--- config.mk ---
export PLATFORM = sky130hd
export DESIGN_NAME = prog_sequencer
export DESIGN_NICKNAME = d
export VERILOG_FILES = /design/src/rtl/prog_sequencer.sv
export SDC_FILE = /design/constraint.sdc
export NUM_CORES = 1
export LEC_CHECK = 0
export CORE_ASPECT_RATIO = 0.6
export CORE_MARGIN = 1
export CORE_UTILIZATION = 30
export CTS_CLUSTER_DIAMETER = 50
export DETAILED_ROUTE_END_ITERATION = 8
export GPL_TIMING_DRIVEN = 1
export PLACE_DENSITY = 0.53
export SLEW_MARGIN = 30
export SYNTH_ARGS = -nofsm -noshare
export SYNTH_HDL_FRONTEND = slang
export SYNTH_SLANG_ARGS = --single-unit
--- constraint.sdc ---
create_clock -name CLK -period 2.1 [get_ports CLK]
set_input_delay 0.315 -clock CLK [delete_from_list [all_inputs] [get_ports CLK]]
set_output_delay 0.315 -clock CLK [all_outputs]
set_load 0.1 [all_outputs]
--- src/rtl/prog_sequencer.sv ---
// Run controller for the instruction-fetch stage: launches one program per request,
// holds the core in init for INIT_CYCLES, then runs until Halt or a cycle-count timeout.
module prog_sequencer #(
  parameter int unsigned NUM_PROGS   = 3,
  parameter int unsigned INIT_CYCLES = 2,
  parameter int unsigned TIMEOUT     = 1023
) (
  input  logic        CLK,
  input  logic        Init,
  input  logic        Req,
  input  logic [1:0]  Prog_Sel,
  input  logic        Halt,
  output logic        Core_Init,
  output logic [1:0]  ProgState,
  output logic        Busy,
  output logic        Done,
  output logic        Timeout,
  output logic        Err,
  output logic [15:0] Cycle_Count
);

  localparam int unsigned ICW = (INIT_CYCLES > 1) ? $clog2(INIT_CYCLES) : 1;

  typedef enum logic [1:0] {
    S_IDLE,
    S_INIT,
    S_RUN,
    S_DONE
  } state_t;

  state_t           state, state_n;
  logic [ICW-1:0]   icnt, icnt_n;
  logic             core_init_n, busy_n, done_n, timeout_n, err_n;
  logic [1:0]       prog_n;
  logic [15:0]      cnt_n;
  logic             sel_valid;

  assign sel_valid = (Prog_Sel != 2'd0) && (32'(Prog_Sel) <= NUM_PROGS);

  always_ff @(posedge CLK) begin
    if (Init) begin
      state       <= S_IDLE;
      icnt        <= '0;
      Core_Init   <= 1'b1;
      ProgState   <= '0;
      Busy        <= 1'b0;
      Done        <= 1'b0;
      Timeout     <= 1'b0;
      Err         <= 1'b0;
      Cycle_Count <= '0;
    end else begin
      state       <= state_n;
      icnt        <= icnt_n;
      Core_Init   <= core_init_n;
      ProgState   <= prog_n;
      Busy        <= busy_n;
      Done        <= done_n;
      Timeout     <= timeout_n;
      Err         <= err_n;
      Cycle_Count <= cnt_n;
    end
  end

  always_comb begin
    state_n     = state;
    icnt_n      = icnt;
    core_init_n = Core_Init;
    prog_n      = ProgState;
    busy_n      = Busy;
    done_n      = 1'b0;
    timeout_n   = Timeout;
    err_n       = 1'b0;
    cnt_n       = Cycle_Count;

    unique case (state)
      S_IDLE: begin
        core_init_n = 1'b1;
        if (Req) begin
          if (sel_valid) begin
            prog_n    = Prog_Sel;
            busy_n    = 1'b1;
            timeout_n = 1'b0;
            cnt_n     = '0;
            icnt_n    = ICW'(INIT_CYCLES - 1);
            state_n   = S_INIT;
          end else begin
            err_n = 1'b1;
          end
        end
      end

      S_INIT: begin
        core_init_n = 1'b1;
        if (icnt == '0) begin
          core_init_n = 1'b0;
          state_n     = S_RUN;
        end else begin
          icnt_n = icnt - 1'b1;
        end
      end

      S_RUN: begin
        core_init_n = 1'b0;
        // Halt takes precedence over the timeout on the same edge
        if (Halt) begin
          core_init_n = 1'b1;
          done_n      = 1'b1;
          state_n     = S_DONE;
        end else if (Cycle_Count == 16'(TIMEOUT - 1)) begin
          cnt_n       = 16'(TIMEOUT);
          timeout_n   = 1'b1;
          core_init_n = 1'b1;
          done_n      = 1'b1;
          state_n     = S_DONE;
        end else begin
          cnt_n = Cycle_Count + 16'd1;
        end
      end

      S_DONE: begin
        core_init_n = 1'b1;
        busy_n      = 1'b0;
        state_n     = S_IDLE;
      end

      default: state_n = S_IDLE;
    endcase
  end

endmodule

==> impl_metrics.csv <==
group,metric,value,unit
global_routing,antenna_found_initial,0,
cells_and_area,diodes,0,
die,start_util,31.82,%
min_path,holdPathStages,2,
clocking,htree_levels,1,
die,die_x,92.76,um
placed_design,dp_worst_setup_slack,24.10,ps
logic_synthesis,synth_area_per_cell,8.014,um^2
worst_setup_path,critPathMaxFanout,4,
global_routing,grt_pass1_wl,7.134,mm
power_and_ir_drop,pwr-share-seq,30.8,%
logic_synthesis,synth-seq-cells,26,
cells_and_area,nets,244,
logic_synthesis,synthesis.nets,199,
die,dieArea,5237,um^2
min_path,holdCritPathClass,"flip-flop to flip-flop",
worst_setup_path,r2r-end,"Cycle_Count[15]$_SDFFE_PP0P_",
sta,hold_viol_final,0,
min_path,holdPathEnd,"ProgState[0]$_SDFFE_PP0P_",
sta,finalMaxSlewViolations,0,
logic_synthesis,synth_cell_types,42,
route,drt_iter0_drc,100,
clocking,cts_setup_buffers,0,
sta,relSlewSlack,74.53,%
worst_setup_path,crit_path_start_kind,"flip-flop",
sta,min_period,2011,ps
power_and_ir_drop,powerDensity,947.6,nW/um^2
power_and_ir_drop,p_comb_share,53.9,%
job,cap_violations,0,
route,dr.pass1.iters,4,
logic_synthesis,synth_seq_area_share,35.11,%
die,ios,29,
cells_and_area,multiInputGateArea,889.6,um^2
logic_synthesis,syn_area,1483,um^2
worst_setup_path,crit_required,2300,ps
power_and_ir_drop,switching_share,44.20,%
sta,finalSetupTns,0,ps
global_routing,grt_max_degree,14,
sta,setup_slack,88.67,ps
die,coreArea,4659,um^2
route,wl_per_cell,15.10,um
worst_setup_path,ff2ff_setup_slack,90,ps
worst_setup_path,end_kind,"flip-flop",
die,fp.dieH,56.46,um
placed_design,finalWeightedCongestion,0.8642,
global_routing,grt_util_all_layers,17.59,%
sta,rsz0062_at_grt,"no",
route,wl,4.393,mm
power_and_ir_drop,switchingPower,0.0008285,W
clocking,cts_made_buffers,3,
worst_setup_path,worst-setup-path-type,"flip-flop to flip-flop",
worst_setup_path,cp_data_arrival_time,2210,ps
sta,skew,2.430,ps
cells_and_area,seq_area,539.3,um^2
power_and_ir_drop,ir_drop,555.7,uV
min_path,hp-start,"ProgState[0]$_SDFFE_PP0P_",
route,viasPerCell,5.323,
sta,tightest_slew,378.6,ps
route,antenna_left,0,
global_routing,grt_pass1_vias,1396,
placed_design,place_hpwl,3.426,mm
sta,fin_crit_sh,95.78,%
clocking,cts.sinks,26,
global_routing,grt_overflow,0,
route,drc,0,
logic_synthesis,syn_inst,185,
cells_and_area,drive_gt1_share,30.70,%
worst_setup_path,reg2reg_depth,6,
placed_design,port_buffers,28,
clocking,hold_buffers,0,
power_and_ir_drop,cellLeakagePower,0.7575,nW
sta,setup_viol,0,
power_and_ir_drop,p_clk_share,15.3,%
cells_and_area,fillers,488,
clocking,clk_latency,270,ps
clocking,cts_root_buf,"clkbuf_8",
clocking,clk_pin_slew,90,ps
cells_and_area,syn_to_final_growth,33.42,%
clocking,cts_tree,"yes",
sta,fmaxAchievable,0.4972,GHz
clocking,cts_buffer_depth,2,
logic_synthesis,yosysWarnings,0,
power_and_ir_drop,p_int,0.001046,W
die,num_rows,19,
worst_setup_path,regToRegStartpoint,"state[1]$_SDFFE_PP0P_",
route,num_vias,1549,
status,status,"complete, no violations",
-- worst max-delay path: stages (launching register included) --
cell and delay, ps:
dfxtp_1 350, inv_1 140, ha_1 280, nand2b_4 80
a2111o_1 430, or4_1 420, a211oi_2 230
-- cell families (layout without fill, tap and decap cells) --
logic type	Yosys count	count (layout)	synth area share, %
multiplexers	2	2	1.350
AND/OR/NAND/NOR	68	68	24.47
buffers and inverters	21	64	6.244
AO/OA/AOI/OAI	60	60	26.08
flip-flops	26	26	35.11
adder cells (fa/ha/maj)	8	8	6.751
-- worst max-delay path by stage --
stage,start,endpoint,cells past startpoint
floorplan,Cycle_Count[0]$_SDFFE_PP0P_,Cycle_Count[11]$_SDFFE_PP0P_,6
global placement,Halt,Cycle_Count[15]$_SDFFE_PP0P_,5
detailed placement,Cycle_Count[0]$_SDFFE_PP0P_,state[0]$_SDFFE_PP0P_,6
CTS,state[1]$_SDFFE_PP0P_,Cycle_Count[15]$_SDFFE_PP0P_,6
global route,state[1]$_SDFFE_PP0P_,Cycle_Count[15]$_SDFFE_PP0P_,6
finish,state[1]$_SDFFE_PP0P_,Cycle_Count[15]$_SDFFE_PP0P_,6
-- registers in the layout, indices dropped and copies added, names as in the netlist --
signal and flops:
Done 1, icnt 1, Cycle_Count 16, state 2, Core_Init 1, ProgState 2
Timeout 1, Busy 1, Err 1
-- cell type report --
class / instances / share of cell area, %
clock buffers: 3 / 2.087
inverters: 11 / 2.087
multi-input cells: 138 / 44.97
flip-flops and latches: 26 / 27.26
well taps: 63 / 3.985
repair buffers: 50 / 19.61
-- Yosys cell counts (all sizes together) --
master / n / share of area, %
and3: 2 / 0.84
buf: 3 / 1.6
a221oi: 3 / 1.8
a211o: 1 / 0.59
o41ai: 1 / 0.59
o31ai: 3 / 1.5
and2: 3 / 1.3
a221o: 1 / 0.68
nor4bb: 1 / 0.68
nand2b: 2 / 0.84
a2111o: 1 / 0.76
a22o: 1 / 0.68
nor4b: 1 / 0.59
or4: 2 / 1.0
nand2: 17 / 4.3
and3b: 1 / 0.59
or4b: 1 / 0.68
mux2i: 2 / 1.4
a31oi: 1 / 0.42
nor3: 2 / 0.68
o21ai: 18 / 6.3
o32ai: 2 / 1.2
nand4: 4 / 1.7
dfxtp: 26 / 35
o21a: 2 / 1.0
clkbuf: 7 / 1.9
nand3: 16 / 5.4
nor2: 8 / 2.0
a22oi: 2 / 1.0
a21oi: 17 / 5.7
inv: 11 / 2.8
or2: 1 / 0.42
a211oi: 3 / 1.5
nor4: 4 / 1.7
o211ai: 1 / 0.51
and4: 3 / 1.8
ha: 8 / 6.8
o2bb2ai: 3 / 1.8
-- power by group through the flow --
| stage | Combinational, W | Clock [W] | Sequential [W] |
|---|---|---|---|
| floorplan | 0.000458 | 0 | 0.000770 |
| global placement | 0.000961 | 0 | 0.000585 |
| detailed placement | 0.000978 | 0 | 0.000588 |
| CTS | 0.000980 | 0.000297 | 0.000577 |
| global route | 0.00110 | 0.000319 | 0.000584 |
| finish | 0.00101 | 0.000287 | 0.000578 |
-- what timing repair did --
item                                    4_1_cts  5_1_grt
pin swaps                                     0        0
gates resized for setup                       1        3
endpoints found under the setup margin        1        2
-- routing by layer --
metal  vias to the layer above  track usage [%]  routed length, um
met5                         -                0                  0
li1                        780                -                  -
met2                        48            23.21               1776
met3                         2            5.149                320
met4                         0            2.637                  2
met1                       719            27.80               2293
-- cell usage in the layout, fill, tap and decap left out, types with 3 or more instances in the layout --
cell / netlist / final
clkdlybuf4s50_1: 0 / 5
dfxtp_1: 26 / 11
nand3_1: 16 / 16
ha_1: 8 / 8
a21oi_1: 17 / 17
buf_4: 1 / 45
dfxtp_2: 0 / 15
inv_1: 11 / 11
nand2_1: 17 / 17
clkbuf_8: 0 / 3
nand4_1: 4 / 4
a221oi_1: 3 / 3
nor2_1: 8 / 8
and2_1: 3 / 3
o21ai_0: 17 / 17
nor4_1: 4 / 4
o2bb2ai_1: 3 / 3
o31ai_1: 3 / 3
-- through the flow --
stage                     hold WS [ps]  area [um^2]  std cells  utilization, %  total power [W]
final                            469.8         1978        291           42.45         0.001875
after global routing             486.5         1978        291           42.45         0.002005
after CTS                        472.4         1964        291           42.16         0.001855
after detailed placement         452.4         1917        288           41.14         0.001566
after global placement           445.7         1917        288           41.14         0.001546
after floorplan                  390.9         1501        185               -         0.001228
Power figures use the tool's default switching activity.
==> variant 1 (same flow settings) <==
The 4 states of `state_t` get a Gray code encoding in 2 bits.
--- a/src/rtl/prog_sequencer.sv
+++ b/src/rtl/prog_sequencer.sv
@@ -22,10 +22,10 @@
   localparam int unsigned ICW = (INIT_CYCLES > 1) ? $clog2(INIT_CYCLES) : 1;
 
   typedef enum logic [1:0] {
-    S_IDLE,
-    S_INIT,
-    S_RUN,
-    S_DONE
+    S_IDLE = 2'b00,
+    S_INIT = 2'b01,
+    S_RUN  = 2'b11,
+    S_DONE = 2'b10
   } state_t;
 
   state_t           state, state_n;
Behaviour: same outputs for any inputs over 10 cycles, from zero or initial values; not proved beyond that.
==> variant 1 against the unedited design <==
Sequential cell count is the same; wire length is 21% lower; synthesized area fell by 13%; cell count is 14% lower; worst setup slack gained 0.14 ns; critical path depth rose by 1; final area fell by 13%.
Power is not compared: it rests on default switching activity, and its combinational part moved more than twofold at a synthesized area within 25%.
==> variant 1: results (changes against the unedited design) <==
| Metric | Value |
|---|---|
| Outcome | `completed (unchanged)` |
| Clk root buf | `clkbuf_8 (unchanged)` |
| Yosys cell types | `38 (was 42)` |
| H-tree depth | `1 (unchanged)` |
| Clk pin slew, worst setup/hold paths | `approximately 0.10 ns` |
| Cts bufs inserted | `3 (unchanged)` |
| CP top delay family | `simple AND/OR/NAND/NOR gates (was compound AO/OA/AOI/OAI gates)` |
| Layout cells sized above 1 | `0.289 (was 0.307)` |
| Synth Warn # | `0 (unchanged)` |
| Clk_skew | `0.00521 ns (was 0.00243 ns)` |
| Reg-to-reg startpoint | `Cycle_Count[0] (was state[1])` |
| Number of global-route vias before repair | `1,145 (was 1,396)` |
| FMAX | `534 MHz (was 497 MHz)` |
| Crit-path max FO | `14 (was 4)` |
| WL/cell | `13.9 um (was 15.1 um)` |
| Total GRT Usage | `0.168 (was 0.176)` |
| Reg-to-reg slack, setup | `0.23 ns (was 0.09 ns)` |
| R2R Path End | `Cycle_Count[14] (was Cycle_Count[15])` |
| Crit path largest cell delay | `0.54 ns (was 0.43 ns)` |
| First-pass GRT wire length | `5810 um (was 7130 um)` |
| Place WS | `0.00526 ns (was 0.0241 ns)` |
| M1 WL | `1880 um (was 2290 um)` |
| Critical-path top delay cell | `and4_1 (was a2111o_1)` |
| Hold Fails Final Rpt | `0 (unchanged)` |
| HPWL Detailed | `2520 um (was 3430 um)` |
| Layout Nets | `199 (was 244)` |
| Initial antenna violation count | `0 (unchanged)` |
| Vias per inst | `5.31 (was 5.32)` |
| Top_reg_cell synth | `dfxtp_1 (unchanged)` |
| Largest net degree at the start of global routing | `16 (was 14)` |
| Worst Reg-to-Reg Cells | `7 (was 6)` |
| Post-synth top cells | `dfxtp_1, a21oi_1, nand2_1, o21ai_0, nand3_1 (unchanged)` |
| Post-cts resize count | `0 (was 1)` |
| Met3 routed WL | `160 um (was 320 um)` |
| Seq/Total Area, Yosys | `0.403 (was 0.351)` |
| Tightest Pin Transition | `0.543 ns (was 0.379 ns)` |
| Clk_lat worst skew | `approximately 0.28 ns` |
| DR WL met2 | `1430 um (was 1780 um)` |
| CP Data Arrival Time | `2.04 ns (was 2.21 ns)` |
| Number of DRC markers in iteration 0 | `65 (was 100)` |
| Largest cells by area after synthesis | `dfxtp_1, a21oi_1, o21ai_0 (was dfxtp_1, ha_1, a21oi_1)` |
| Top layer reached by signal wires | `met4 (unchanged)` |
| Placer Congestion | `0.761 (was 0.864)` |
| Synthesized net count | `164 (was 199)` |
[variant 1: cell count changes in the layout (fill, tap and decap cells not counted), moves of 4 or more]
cell      unedited run  this run
buf_4               45        33
nand3_1             16         9
ha_1                 8         2
nor4_1               4         0
a211oi_1             2         7
nor3_1               2         6
or4_1                2         6
inv_1               11         3
[variant 1: final cells by class]
cell class,count,area [um2]
Sequential cell,26,537
Timing Repair Buffer,38,298
Clock buffer,3,41.3
Multi-Input combinational cell,119,719
Fill cell,409,2410
Tap cell,60,75.1
Clock inverter,1,30.0
Inverter,3,11.3
[variant 1: cells by family (layout without fill, tap and decap cells)]
| logic type | after synthesis | after routing | share of synthesized area |
|---|---|---|---|
| buf+inv | 11 | 45 | 0.0388 |
| fa+ha+maj | 2 | 2 | 0.0194 |
| compound gates | 55 | 55 | 0.266 |
| simple gates | 62 | 62 | 0.273 |
| flops | 26 | 26 | 0.403 |
[variant 1: per-stage QoR]
stage / power (uW) / std cells / hold slack (ns) / util / cell area, um2
floorplan: 634 / 156 / 0.422 / - / 1310
global placement: 682 / 246 / 0.444 / 0.398 / 1640
detailed placement: 683 / 246 / 0.449 / 0.398 / 1640
CTS: 1120 / 250 / 0.459 / 0.415 / 1710
global route: 1150 / 250 / 0.503 / 0.415 / 1710
finish: 1100 / 250 / 0.459 / 0.415 / 1710
[variant 1: routing by layer]
metal | global-route usage | vias to the layer above
met3 | 0.0457 | 4
met4 | 0.0333 | 0
met2 | 0.239 | 30
met1 | 0.250 | 628
li1 | - | 665
met5 | 0 | -
[variant 1: where the power goes]
group	total (uW)	switching, uW	leakage (uW)	internal, uW
clock	430	174	0.0000357	255
sequential	516	10.7	0.000218	505
combinational	157	108	0.000364	48.3
total	1100	293	0.000617	809
==> variant 2 (config.mk and constraints unchanged) <==
Without the edit above. The parameter `INIT_CYCLES` goes from 2 to 1.
--- a/src/rtl/prog_sequencer.sv
+++ b/src/rtl/prog_sequencer.sv
@@ -2,7 +2,7 @@
 // holds the core in init for INIT_CYCLES, then runs until Halt or a cycle-count timeout.
 module prog_sequencer #(
   parameter int unsigned NUM_PROGS   = 3,
-  parameter int unsigned INIT_CYCLES = 2,
+  parameter int unsigned INIT_CYCLES = 1,
   parameter int unsigned TIMEOUT     = 1023
 ) (
   input  logic        CLK,
Check against the original RTL: not equivalent (a bounded check fails within 4 cycles, from zero or initial values).
==> variant 2 against the unedited design <==
Final area shrank 6.5%; total power shrank 12%; sequential cell count shrank 1; wire length grew 4.6%; non-clock buffer count shrank 14; synthesized area shrank 1.1%; worst setup slack gained 0.042 ns; largest cell class unchanged; largest power group unchanged.
==> variant 2: results (changes against the unedited design) <==
| Metric | Value |
|---|---|
| Seq/Total Area, Yosys | `0.341 (was 0.351)` |
| Relative slew slack | `0.655 (was 0.745)` |
| Fill cells | `486 (was 488)` |
| HPWL Detailed | `3470 um (was 3430 um)` |
| Non-CTS inverters | `10 (was 11)` |
| PD cells | `893 mW/mm2 (was 948 mW/mm2)` |
| Post-cts resize count | `0 (was 1)` |
| Core area | `0.00464 mm2 (was 0.00466 mm2)` |
| Largest net degree at the start of global routing | `19 (was 14)` |
| Critical-path top delay cell | `or4b_4 (was a2111o_1)` |
| Comb_multi_in | `136 (was 138)` |
| Clk_skew | `0.00499 ns (was 0.00243 ns)` |
| Sequential share of cell area | `0.279 (was 0.273)` |
| Non-clk bufs | `36 (was 50)` |
| M1 WL | `2200 um (was 2290 um)` |
| M1 GR Usage | `0.268 (was 0.278)` |
| Port buffer count | `28 (unchanged)` |
| Total GRT Usage | `0.185 (was 0.176)` |
| Number of global-route vias before repair | `1,506 (was 1,396)` |
| Yosys cell types | `40 (was 42)` |
| Post-synth top cells | `dfxtp_1, nand2_1, a21oi_1 (was dfxtp_1, a21oi_1, nand2_1, o21ai_0, nand3_1)` |
| Avg Cell Area, Syn | `8.01 um2 (about the same)` |
| CP Data Arrival Time | `2.17 ns (was 2.21 ns)` |
| First-pass GRT wire length | `7390 um (was 7130 um)` |
| Outcome | `completed (unchanged)` |
| Met3 routed WL | `437 um (was 320 um)` |
| Cts bufs inserted | `3 (unchanged)` |
| Maximum VDD drop | `0.000296 V (was 0.000556 V)` |
| Number of DRC markers in iteration 0 | `125 (was 100)` |
| WL/cell | `16.8 um (was 15.1 um)` |
| CP top delay family | `simple AND/OR/NAND/NOR gates (was compound AO/OA/AOI/OAI gates)` |
| Crit-path max FO | `6 (was 4)` |
| Clk tree area frac | `0.0264 (was 0.0209)` |
| DR WL met2 | `1930 um (was 1780 um)` |
| Layout cells sized above 1 | `0.246 (was 0.307)` |
| Crit path largest cell delay | `0.48 ns (was 0.43 ns)` |
| Place WS | `0.0567 ns (was 0.0241 ns)` |
| Placer Congestion | `0.826 (was 0.864)` |
| Multi-input gate area | `873 um2 (was 890 um2)` |
| Post-DP Area | `0.00180 mm2 (was 0.00192 mm2)` |
| Clock Sinks | `25 (was 26)` |
| Buffering overhead | `0.160 (was 0.196)` |
| Cell leakage power | `0.000663 uW (was 0.000757 uW)` |
-- variant 2: path summary, 6_finish.rpt --
path | start | end | slack (ns) | cells after the start
worst min register to register | ProgState[0] | ProgState[0] | 0.46 | 2
worst max register to register | state[0] | Cycle_Count[14] | 0.13 | 7
worst max-delay path | state[0] | Cycle_Count[14] | 0.13 | 7
worst min-delay path | ProgState[0] | ProgState[0] | 0.46 | 2
-- variant 2: tightest hold or removal path: cells and delay by family, from the launching register on --
kind	cells	cell delay, ns
flops	1	0.32
simple gates	1	0.05
compound gates	1	0.05
-- variant 2: power by group --
part           leakage, uW  internal [uW]  switching [uW]
clock network    0.0000217            135             164
registers         0.000209            524            30.4
logic             0.000432            241             557
-- variant 2: cells by family (layout without fill, tap and decap cells) --
kind of cell,after synthesis,in the layout,share of synthesized area
compound gates,50,50,0.220
buf+inv,22,50,0.0631
flops,25,25,0.341
fa+ha+maj,7,7,0.0597
mux,2,2,0.0137
simple gates,77,77,0.302
